[src/rtl/int_prio_sched_if.sv]
// int_prio_sched_if: source/mask/priority inputs, CPU handshake and request/clear outputs of the scheduler
interface int_prio_sched_if #(
  parameter int NSRC = 8,
  parameter int IW = $clog2(NSRC)
);
  logic [NSRC-1:0] int_pend;
  logic [NSRC-1:0] int_mask;
  logic [2*NSRC-1:0] prio_cfg;
  logic ack;
  logic eoi;
  logic err_clr;
  logic irq_o;
  logic [IW-1:0] cand_id;
  logic [IW-1:0] vec_id;
  logic vec_vld;
  logic [NSRC-1:0] clr_o;
  logic spur_o;
  logic err_o;
  modport master (
    output int_pend, int_mask, prio_cfg, ack, eoi, err_clr,
    input irq_o, cand_id, vec_id, vec_vld, clr_o, spur_o, err_o
  );
  modport slave (
    input int_pend, int_mask, prio_cfg, ack, eoi, err_clr,
    output irq_o, cand_id, vec_id, vec_vld, clr_o, spur_o, err_o
  );
endinterface

[src/rtl/int_prio_sched.sv]
// int_prio_sched: masked priority arbitration, ack/EOI handshake with clear pulse and in-service watchdog.
// Define INT_SCHED_RR_EN for round-robin tie-break among equal top priorities.
module int_prio_sched #(
  parameter int NSRC = 8,
  parameter int WDT_W = 10
) (
  input logic clk,
  input logic rst,
  int_prio_sched_if.slave bus
);
  localparam int IW = $clog2(NSRC);
  localparam logic [WDT_W-1:0] wdt_last = {{(WDT_W-1){1'b1}}, 1'b0};
  typedef enum logic [1:0] {IDLE, REQ, INSVC} state_t;
  state_t state, state_d;
  logic [NSRC-1:0] elig, tie, clr_d;
  logic [1:0] pmax;
  logic [IW-1:0] win, cand_d, vec_d;
  logic win_vld, found, acc, tmo, irq_d, vld_d, spur_d, err_d;
  logic [WDT_W-1:0] wdt, wdt_d;
`ifdef INT_SCHED_RR_EN
  logic [IW-1:0] rr_ptr;
`endif
  assign elig = bus.int_pend & ~bus.int_mask;
  assign win_vld = |elig;
  always_comb begin
    pmax = '0;
    for (int i = 0; i < NSRC; i++)
      if (elig[i] && bus.prio_cfg[2*i +: 2] > pmax) pmax = bus.prio_cfg[2*i +: 2];
    for (int i = 0; i < NSRC; i++)
      tie[i] = elig[i] && bus.prio_cfg[2*i +: 2] == pmax;
    found = 1'b0;
    win = '0;
`ifdef INT_SCHED_RR_EN
    for (int k = 1; k <= NSRC; k++) begin
      int j = (int'(rr_ptr) + k) % NSRC;
      if (!found && tie[j]) begin
        win = IW'(j);
        found = 1'b1;
      end
    end
`else
    for (int i = 0; i < NSRC; i++)
      if (!found && tie[i]) begin
        win = IW'(i);
        found = 1'b1;
      end
`endif
  end
  assign acc = state == REQ && bus.ack;
  // eoi on the timeout cycle suppresses the error
  assign tmo = state == INSVC && !bus.eoi && wdt == wdt_last;
  always_comb
    state_d = state == IDLE ? (win_vld ? REQ : IDLE)
            : state == REQ ? (bus.ack ? INSVC : win_vld ? REQ : IDLE)
            : (bus.eoi || tmo) ? IDLE : INSVC;
  always_comb begin
    irq_d = state_d == REQ;
    cand_d = state_d == REQ ? win : bus.cand_id;
    vec_d = acc ? bus.cand_id : bus.vec_id;
    vld_d = state_d == INSVC;
    clr_d = acc ? NSRC'(1) << bus.cand_id : '0;
    spur_d = bus.ack && state != REQ;
    wdt_d = acc ? '0 : state == INSVC ? wdt + 1'b1 : wdt;
    err_d = tmo | (bus.err_o & ~bus.err_clr);
  end
  always_ff @(posedge clk) begin
    if (rst) begin
      state <= IDLE;
      bus.irq_o <= 1'b0;
      bus.cand_id <= '0;
      bus.vec_id <= '0;
      bus.vec_vld <= 1'b0;
      bus.clr_o <= '0;
      bus.spur_o <= 1'b0;
      bus.err_o <= 1'b0;
      wdt <= '0;
    end else begin
      state <= state_d;
      bus.irq_o <= irq_d;
      bus.cand_id <= cand_d;
      bus.vec_id <= vec_d;
      bus.vec_vld <= vld_d;
      bus.clr_o <= clr_d;
      bus.spur_o <= spur_d;
      bus.err_o <= err_d;
      wdt <= wdt_d;
    end
  end
`ifdef INT_SCHED_RR_EN
  always_ff @(posedge clk)
    if (rst) rr_ptr <= IW'(NSRC - 1);
    else if (acc) rr_ptr <= bus.cand_id;
`endif
endmodule

[src/flat_wrapper.sv]
// flat-port wrapper written by rule: the top's interface ports become plain ports
module int_prio_sched_flat 
#(
  parameter int NSRC = 8,
  parameter int WDT_W = 10
)
  (clk, rst, bus_int_pend, bus_int_mask, bus_prio_cfg, bus_ack, bus_eoi, bus_err_clr, bus_irq_o, bus_cand_id, bus_vec_id, bus_vec_vld, bus_clr_o, bus_spur_o, bus_err_o);
  int_prio_sched_if #(.NSRC(NSRC)) bus_i ();
  input logic clk;
  input logic rst;
  input wire logic [$bits(bus_i.int_pend)-1:0] bus_int_pend;
  input wire logic [$bits(bus_i.int_mask)-1:0] bus_int_mask;
  input wire logic [$bits(bus_i.prio_cfg)-1:0] bus_prio_cfg;
  input wire logic [$bits(bus_i.ack)-1:0] bus_ack;
  input wire logic [$bits(bus_i.eoi)-1:0] bus_eoi;
  input wire logic [$bits(bus_i.err_clr)-1:0] bus_err_clr;
  output wire logic [$bits(bus_i.irq_o)-1:0] bus_irq_o;
  output wire logic [$bits(bus_i.cand_id)-1:0] bus_cand_id;
  output wire logic [$bits(bus_i.vec_id)-1:0] bus_vec_id;
  output wire logic [$bits(bus_i.vec_vld)-1:0] bus_vec_vld;
  output wire logic [$bits(bus_i.clr_o)-1:0] bus_clr_o;
  output wire logic [$bits(bus_i.spur_o)-1:0] bus_spur_o;
  output wire logic [$bits(bus_i.err_o)-1:0] bus_err_o;
  assign bus_i.int_pend = bus_int_pend;
  assign bus_i.int_mask = bus_int_mask;
  assign bus_i.prio_cfg = bus_prio_cfg;
  assign bus_i.ack = bus_ack;
  assign bus_i.eoi = bus_eoi;
  assign bus_i.err_clr = bus_err_clr;
  assign bus_irq_o = bus_i.irq_o;
  assign bus_cand_id = bus_i.cand_id;
  assign bus_vec_id = bus_i.vec_id;
  assign bus_vec_vld = bus_i.vec_vld;
  assign bus_clr_o = bus_i.clr_o;
  assign bus_spur_o = bus_i.spur_o;
  assign bus_err_o = bus_i.err_o;
  int_prio_sched #(.NSRC(NSRC), .WDT_W(WDT_W)) u_core (.clk(clk), .rst(rst), .bus(bus_i));
endmodule
[config.mk]
export PLATFORM = sky130hd
export DESIGN_NAME = int_prio_sched_flat
export DESIGN_NICKNAME = d
export VERILOG_FILES = /design/src/rtl/int_prio_sched_if.sv /design/src/rtl/int_prio_sched.sv /design/src/flat_wrapper.sv
export SDC_FILE = /design/constraint.sdc
export NUM_CORES = 1
export LEC_CHECK = 0
export BUFFER_PORTS_ARGS = -buffer_cell sky130_fd_sc_hd__buf_2
export CAP_MARGIN = 20
export CORE_MARGIN = 4
export CORE_UTILIZATION = 40
export CTS_CLUSTER_DIAMETER = 150
export DETAILED_ROUTE_END_ITERATION = 10
export PLACE_DENSITY = 0.66
export SYNTH_ARGS = -nofsm -noshare
export SYNTH_HDL_FRONTEND = slang
export SYNTH_SLANG_ARGS = --single-unit
[constraint.sdc]
create_clock -name clk -period 13.9 [get_ports clk]
set_input_delay 0 -clock clk [delete_from_list [all_inputs] [get_ports clk]]
set_output_delay 0 -clock clk [all_outputs]
set_load 0.005 [all_outputs]
==> results of run 1 <==
-- metrics by stage --
step	instance area (µm²)	power, mW
floorplan	2270	0.164
global placement	2580	0.181
detailed placement	2590	0.183
CTS	2710	0.271
global route	2710	0.287
finish	2710	0.269
-- routing by layer --
metal | up-vias | track usage, % | wire length (µm)
met5 | - | 0 | 0
li1 | 1131 | - | -
met2 | 52 | 24.5 | 2300
met4 | 0 | 3.42 | 45
met1 | 961 | 18.6 | 2400
met3 | 7 | 2.98 | 287
-- cell type report --
cell class,instances,share of cell area (%)
clock buffer,6,3.05
clock inverter,1,1.11
inverter,16,2.22
multi-input combinational,232,57.6
sequential,30,22.2
tap,72,3.33
timing repair buffer,56,10.5
-- cell usage in the layout, fill, tap and decap left out, drive strengths merged, types with 3 or more instances in the layout --
cell    count
buf        55
nor2       36
dfxtp      30
nand2      20
inv        16
a21oi      14
nand2b     13
xnor2      12
ha         12
o21ai      11
nor3       10
nor2b      10
nand3       8
xor2        8
and3        6
nand3b      6
clkbuf      6
o32ai       5
a211oi      5
a21o        4
nand4       4
or3         3
a211o       3
o22ai       3
mux2        3
a31oi       3
mux2i       3
-- final timing paths --
path,cells past startpoint,startpoint,slack (ps),endpoint
setup / recovery,43,bus_int_mask[0],4460,u_core.bus.cand_id[0]
hold / removal,2,bus_ack,40,u_core.bus.spur_o
setup reg to reg,6,u_core.state[1],12110,u_core.wdt[9]
hold reg to reg,2,u_core.bus.err_o,470,u_core.bus.err_o
-- logic make-up (layout without fill, tap and decap cells) --
logic type,count (synthesis),count (layout)
AO/OA/AOI/OAI,64,64
buffers and inverters,24,79
multiplexers,6,6
flip-flops,30,30
XOR/XNOR,20,20
adder cells (fa/ha/maj),12,12
AND/OR/NAND/NOR,130,130
-- worst register-to-register path, cell delays in order, from the launching register on --
cell,delay [ps]
dfxtp_1,370
nor2b_1,400
and4_1,320
and3_1,220
and3_1,180
xnor2_1,120
nor2_1,50
-- power breakdown --
| group | leakage (nW) | switching, mW | internal (mW) |
|---|---|---|---|
| Clock | 0.0573 | 0.0299 | 0.0572 |
| Combinational | 0.905 | 0.0481 | 0.0403 |
| Sequential | 0.243 | 0.00355 | 0.0895 |
| Total | 1.21 | 0.0816 | 0.187 |
-- sequential cells by signal, summed over array words and instances, names as in the netlist --
name                cells
u_core.wdt             10
u_core.bus.clr_o        8
u_core.bus.cand_id      3
u_core.bus.vec_id       3
u_core.state            2
u_core.bus.err_o        1
u_core.bus.irq_o        1
u_core.bus.spur_o       1
u_core.bus.vec_vld      1
==> results.md, run 1 <==
* Simple-gate area share of the yosys netlist at 30.0%
* Core area at approximately 5500 µm²
* Total gr overflow at 0
* Max stage delay cell, worst path: a211oi_1
* WP buf/inv at 2
* First-pass GRT wire length at 8750 µm
* RSZ-0062 raised after global routing: false
* Pleak at 1.21 nW
* Synth Instances at 286
* All-Layer GR Usage at 14.4%
* Sequential standard cell area at around 600 µm²
* Top cells by count, synth: nor2_1 (36), dfxtp_1 (30), nand2_1 (20), a21oi_1 (14), inv_1 (14)
* Die area at 6930 µm²
* Yosys top cell area share at 26.5%
* Largest net degree at the start of global routing at 16
* Crit path kind: input pin to flop
* WHS at 35.8 ps
* Routed Antenna Nets at 0
* Worst vdd ir at 52.6 µV
* Wire per inst at 12.2 µm
* Setup Viol. Count Final at 0
* Final Hold Vio Count at 0
* Mapped Avg Cell Area at 7.92 µm²
* Synth Area in XOR/XNOR at between 7 and 8%
* Library cells used by synthesis at 56
* Vias in the first global route at between 2000 and 2500
* Asr flop ratio synth at 0%
* WP data required at approximately 14000 ps
* #FFs+latches synth at 30
* Top post-synthesis cells by area: dfxtp_1 (27%), ha_1 (6.6%), nor2_1 (6.0%), xnor2_1 (4.6%), nand2b_1 (3.6%)
* Most numerous cell in the Yosys netlist: nor2_1
* Slew Limit Fails at 0
* Largest family of logic cells by synthesized area: simple AND/OR/NAND/NOR gates
* Nets at 390
* Diode count at 0
* Result of the run: finished clean
* Post-synthesis adder-cell area fraction at roughly 6.6%
* Starting density of the core at about two fifths
* Pwr dens at just under 100 nW/µm²
* Area Overhead vs Synth at 19.5%
* F_max at 106 MHz
* Root Buffer: clkbuf_8
* Post-layout min period at 9440 ps
* Vias per cell at 5.21
* Fin cells at 413
* Cell mode on critical path: ha_1
* Final Util at 49.2%
* Cts hold-fix bufs at 1
* Num rows at 27
* Worst rel slew slack at 50.7%
* Initial DRC Count at 54
* Dpl hpwl at around 4100 µm
* CTS resizes at 0
* Layout fillers at 532
* DRT Wirelength at 5030 µm
* Hold Path Class: input pin to flop
* Worst Setup Slack, final at 4460 ps
* Initial antenna violation count at 0
* Worst Tran Pin Value at 734 ps
* CP Capture Type: flop
* DRT Pass-1 Iters at 4
* Critical Path Start Type: input pin
* DRC Markers at 0
* Tcrit/Tclk final at 67.9%
* Placed Cells at slightly above 400
* Die Wd at 83.3 µm
* Post-synthesis mux area share at under 10%
* Yosys top cell by area: dfxtp_1
* Crit path DAT at 9600 ps
* Area of the multi-input gates at approximately 1600 µm²
* CTS tree: done
* Sequential area share after synthesis at 26.5%
* Ports at 55
* Final Skew at 4.85 ps
* Post-CTS setup buffers at 0
* CTS Buf Count at 5
* # Max-Cap Violations at 0
* Slowest stage delay, CP at 590 ps
* Gpl congestion at 0.855
* Synthesized area at 2270 µm²
* Setup WS pre-CTS at 4290 ps
* Vert. Die Dim at 83.3 µm
* Post-synth EDFFs at 0
* Clock slew at reported path FFs at roughly 60 ps
* Synth Area in Compound Gates at 21.0%
* Mapped Nets at roughly 340
* Sink Count at 30
* Most used DFF post-synth: dfxtp_1
* Setup TNS at 0 ps
* Clock buffer depth at 2
* Port bufs at 54
* CTS H-tree depth at 2
* Clock Latency Late Sink at around 270 ps
* Layout cell share with drive strength beyond 1 at roughly 23%
* Crit path max-delay family: compound AO/OA/AOI/OAI gates
* Synth warn at 0
* Total vias in the final route at 2151
* Crit Path Max Fanout at 11
(Power assumes the default switching activity.)
==> run 2, diff against run 1 <==
--- a/config.mk
+++ b/config.mk
@@ -11,7 +11,7 @@
 export CORE_UTILIZATION = 40
 export CTS_CLUSTER_DIAMETER = 150
 export DETAILED_ROUTE_END_ITERATION = 10
-export PLACE_DENSITY = 0.66
+export PLACE_DENSITY = 0.68
 export SYNTH_ARGS = -nofsm -noshare
 export SYNTH_HDL_FRONTEND = slang
 export SYNTH_SLANG_ARGS = --single-unit
==> constraint.sdc (replaced) <==
create_clock -name clk -period 7.98 [get_ports clk]
set_input_delay 0 -clock clk [delete_from_list [all_inputs] [get_ports clk]]
set_output_delay 0 -clock clk [all_outputs]
set_load 0.005 [all_outputs]
==> run 2 against run 1 <==
  * The flow now finishes with violations (negative setup slack)
  * Worst hold slack lost 7.8 ps
  * Worst setup slack got worse by 4500 ps
  * Routed wire length up 21%
  * Core utilization is 12 points higher
  * Die area unchanged
  * Critical endpoint unchanged
  * Critical path depth up 4
  * Clock power is 43% higher
  * Combinational power grew to 3.0 times the previous value
  * Count of clock-buffer cells in the layout stayed put
==> results.md, run 2 (same netlist as run 1, synthesis figures left out) <==
* Result of the run: finished with violations
* Violated checks: negative setup slack
* Total power at 0.552 mW (+110%)
* All-Layer GR Usage at 17.1% (+2.7 points)
* Finished Cell Area at 3360 µm² (+24%)
* Max stage delay cell, worst path: a221o_1
* Reg-to-reg startpoint: u_core.state[1]
* Placed Cells at 440 (+8.6%)
* Clock slew at reported path FFs at 60 ps (about the same)
* Largest net degree at the start of global routing at 16 (unchanged)
* Crit Path Max Fanout at 3 (-8)
* Fin cells at 457 (+11%)
* Worst vdd ir at 107 µV (+100%)
* Pleak at 1.48 nW (+23%)
* Sink Count at 30 (unchanged)
* Worst Setup Slack, final at -44.4 ps (-4500 ps)
* Tcrit/Tclk final at 101%
* Initial DRC Count at 65 (+20%)
* Largest register FFs at 10 (unchanged)
* Final Skew at 6.43 ps (+1.57 ps)
* Clock Latency Late Sink at 280 ps (about the same)
* Vias per cell at 5.25 (+0.88%)
* Commonest non-fill, non-tap cell in the layout: buf_2
* Starting density of the core at 41.1% (unchanged)
* Final Util at 61.0% (+12 points)
* Vert. Die Dim at 83.3 µm (unchanged)
* First-pass GRT wire length at 10100 µm (+16%)
* Post-layout min period at 8020 ps
* Num rows at 27 (unchanged)
* Total gr overflow at 0 (unchanged)
* Layout cell share with drive strength beyond 1 at 41.0% (+18 points)
* WP data required at 8140 ps (-5920 ps)
* Placed Area at 3000 µm² (+16%)
* # Max-Cap Violations at 0 (unchanged)
* Leading cell types in the layout, fill and taps excluded: buf_2 (53), buf_4 (41), nor2_1 (34)
* Routed length on met3 at 283 µm (-1.4%)
* Pwr dens at 164 nW/µm² (+66%)
* Gpl congestion at 0.909 (+6.3%)
* Final Hold Vio Count at 0 (unchanged)
* Root Buffer: clkbuf_8
* RSZ-0062 raised after global routing: true
* Initial antenna violation count at 0 (unchanged)
* Hold Path Class: input pin to flop
* DRC Markers at 0 (unchanged)
* Met1 wire length at 2620 µm (+9.3%)
* Port bufs at 54 (unchanged)
* DRT Pass-1 Iters at 4 (unchanged)
* WP buf/inv at 5 (+3)
* Routed wl met2 at 3030 µm (+32%)
* Nets at 433 (+11%)
* Core area at 5510 µm² (unchanged)
* Clock buffer depth at 2 (unchanged)
* Reg with most FFs: u_core.wdt
* Dpl hpwl at 4660 µm (+14%)
* CP Capture Type: flop
* F_max at 125 MHz
* CTS Buf Count at 5 (unchanged)
* Setup Viol. Count Final at 1 (+1)
* Biggest regs: u_core.wdt (10), u_core.bus.clr_o (8)
* Worst hold path startpoint: bus_ack
* Die Wd at 83.3 µm (unchanged)
* WHS at 28.0 ps (-7.82 ps)
* Ports at 55 (unchanged)
* CTS tree: done
* Layout fillers at 499 (-6.2%)
* Routed Antenna Nets at 0 (unchanged)
* Crit path max-delay family: compound AO/OA/AOI/OAI gates
* CP Launch Point: bus_int_mask[0]
* Slew Limit Fails at 0 (unchanged)
* Slowest stage delay, CP at 360 ps (-230 ps)
* Crit path DAT at 8190 ps (-1410 ps)
* Die area at 6930 µm² (unchanged)
* Crit path kind: input pin to flop
* CTS H-tree depth at 2 (unchanged)
* Worst Tran Pin Value at 485 ps (-250 ps)
* Total vias in the final route at 2401 (+12%)
* Wire per inst at 13.3 µm (+9.2%)
* Worst rel slew slack at 67.6% (+17 points)
* DRT Wirelength at 6080 µm (+21%)
* Vias in the first global route at 2357 (+14%)
* Top routing layer in use: met4
* Area Overhead vs Synth at 48.3%
* Diode count at 0 (unchanged)
* Critical Path Start Type: input pin
[run 2: changes by cell type in the layout (fill, tap and decap cells not counted), sizes merged]
cell / before / now
buf: 55 / 97
bufinv: 1 / 0
clkinv: 0 / 1
and2: 1 / 2
clkinvlp: 0 / 1
[run 2: final cells by class]
class                   instances  area (µm²)  share of cell area, %
multi-input cells             233        1890                   56.2
repair buffers                 98         626                   18.6
flip-flops and latches         30         601                   17.9
well taps                      72        90.1                   2.68
clock buffers                   6        82.6                   2.46
inverters                      16        60.1                   1.79
clock inverters                 2        12.5                  0.372
[run 2: worst paths after layout]
kind                           endpoint  slack (ps)  cells past startpoint
setup / recovery  u_core.bus.cand_id[0]         -40                     47
hold / removal        u_core.bus.spur_o          30                      2
setup reg to reg          u_core.wdt[9]        6160                      6
hold reg to reg    u_core.bus.vec_id[0]         470                      2
[run 2: repair_timing]
action	in CTS	in global routing
hold buffers	1	0
pin swaps	18	32
hold endpoints to repair	1	0
setup buffers	4	4
setup endpoints to repair	3	3
gates resized for setup	16	18
gates cloned	0	1
[run 2: routing by layer]
layer | up-vias | global-route usage, %
li1 | 1221 | -
met1 | 1113 | 20.0
met2 | 57 | 30.5
met3 | 10 | 2.78
met4 | 0 | 7.28
met5 | - | 0
[run 2: worst reg2reg max path, cell delays in order (launching register included)]
cell and delay, ps:
dfxtp_1 370, nor2b_1 420, and4_1 320, and3_1 240, and3_1 180, xnor2_1 110, nor2_1 50
[run 2: per-stage QoR]
step           worst slack (ps)  TNS (ps)
3_3_place_gp               -300      -738
5_1_grt                    -481     -1320
2_1_floorplan              -241      -532
6_report                  -44.4     -44.4
4_1_cts                    54.4         0
3_5_place_dp               -465     -1280
[run 2: power by group]
part / leakage, nW / internal [mW] / total (mW) / switching (mW)
logic: 1.19 / 0.139 / 0.265 / 0.126
registers: 0.243 / 0.156 / 0.162 / 0.00604
clock network: 0.0472 / 0.0691 / 0.125 / 0.0554
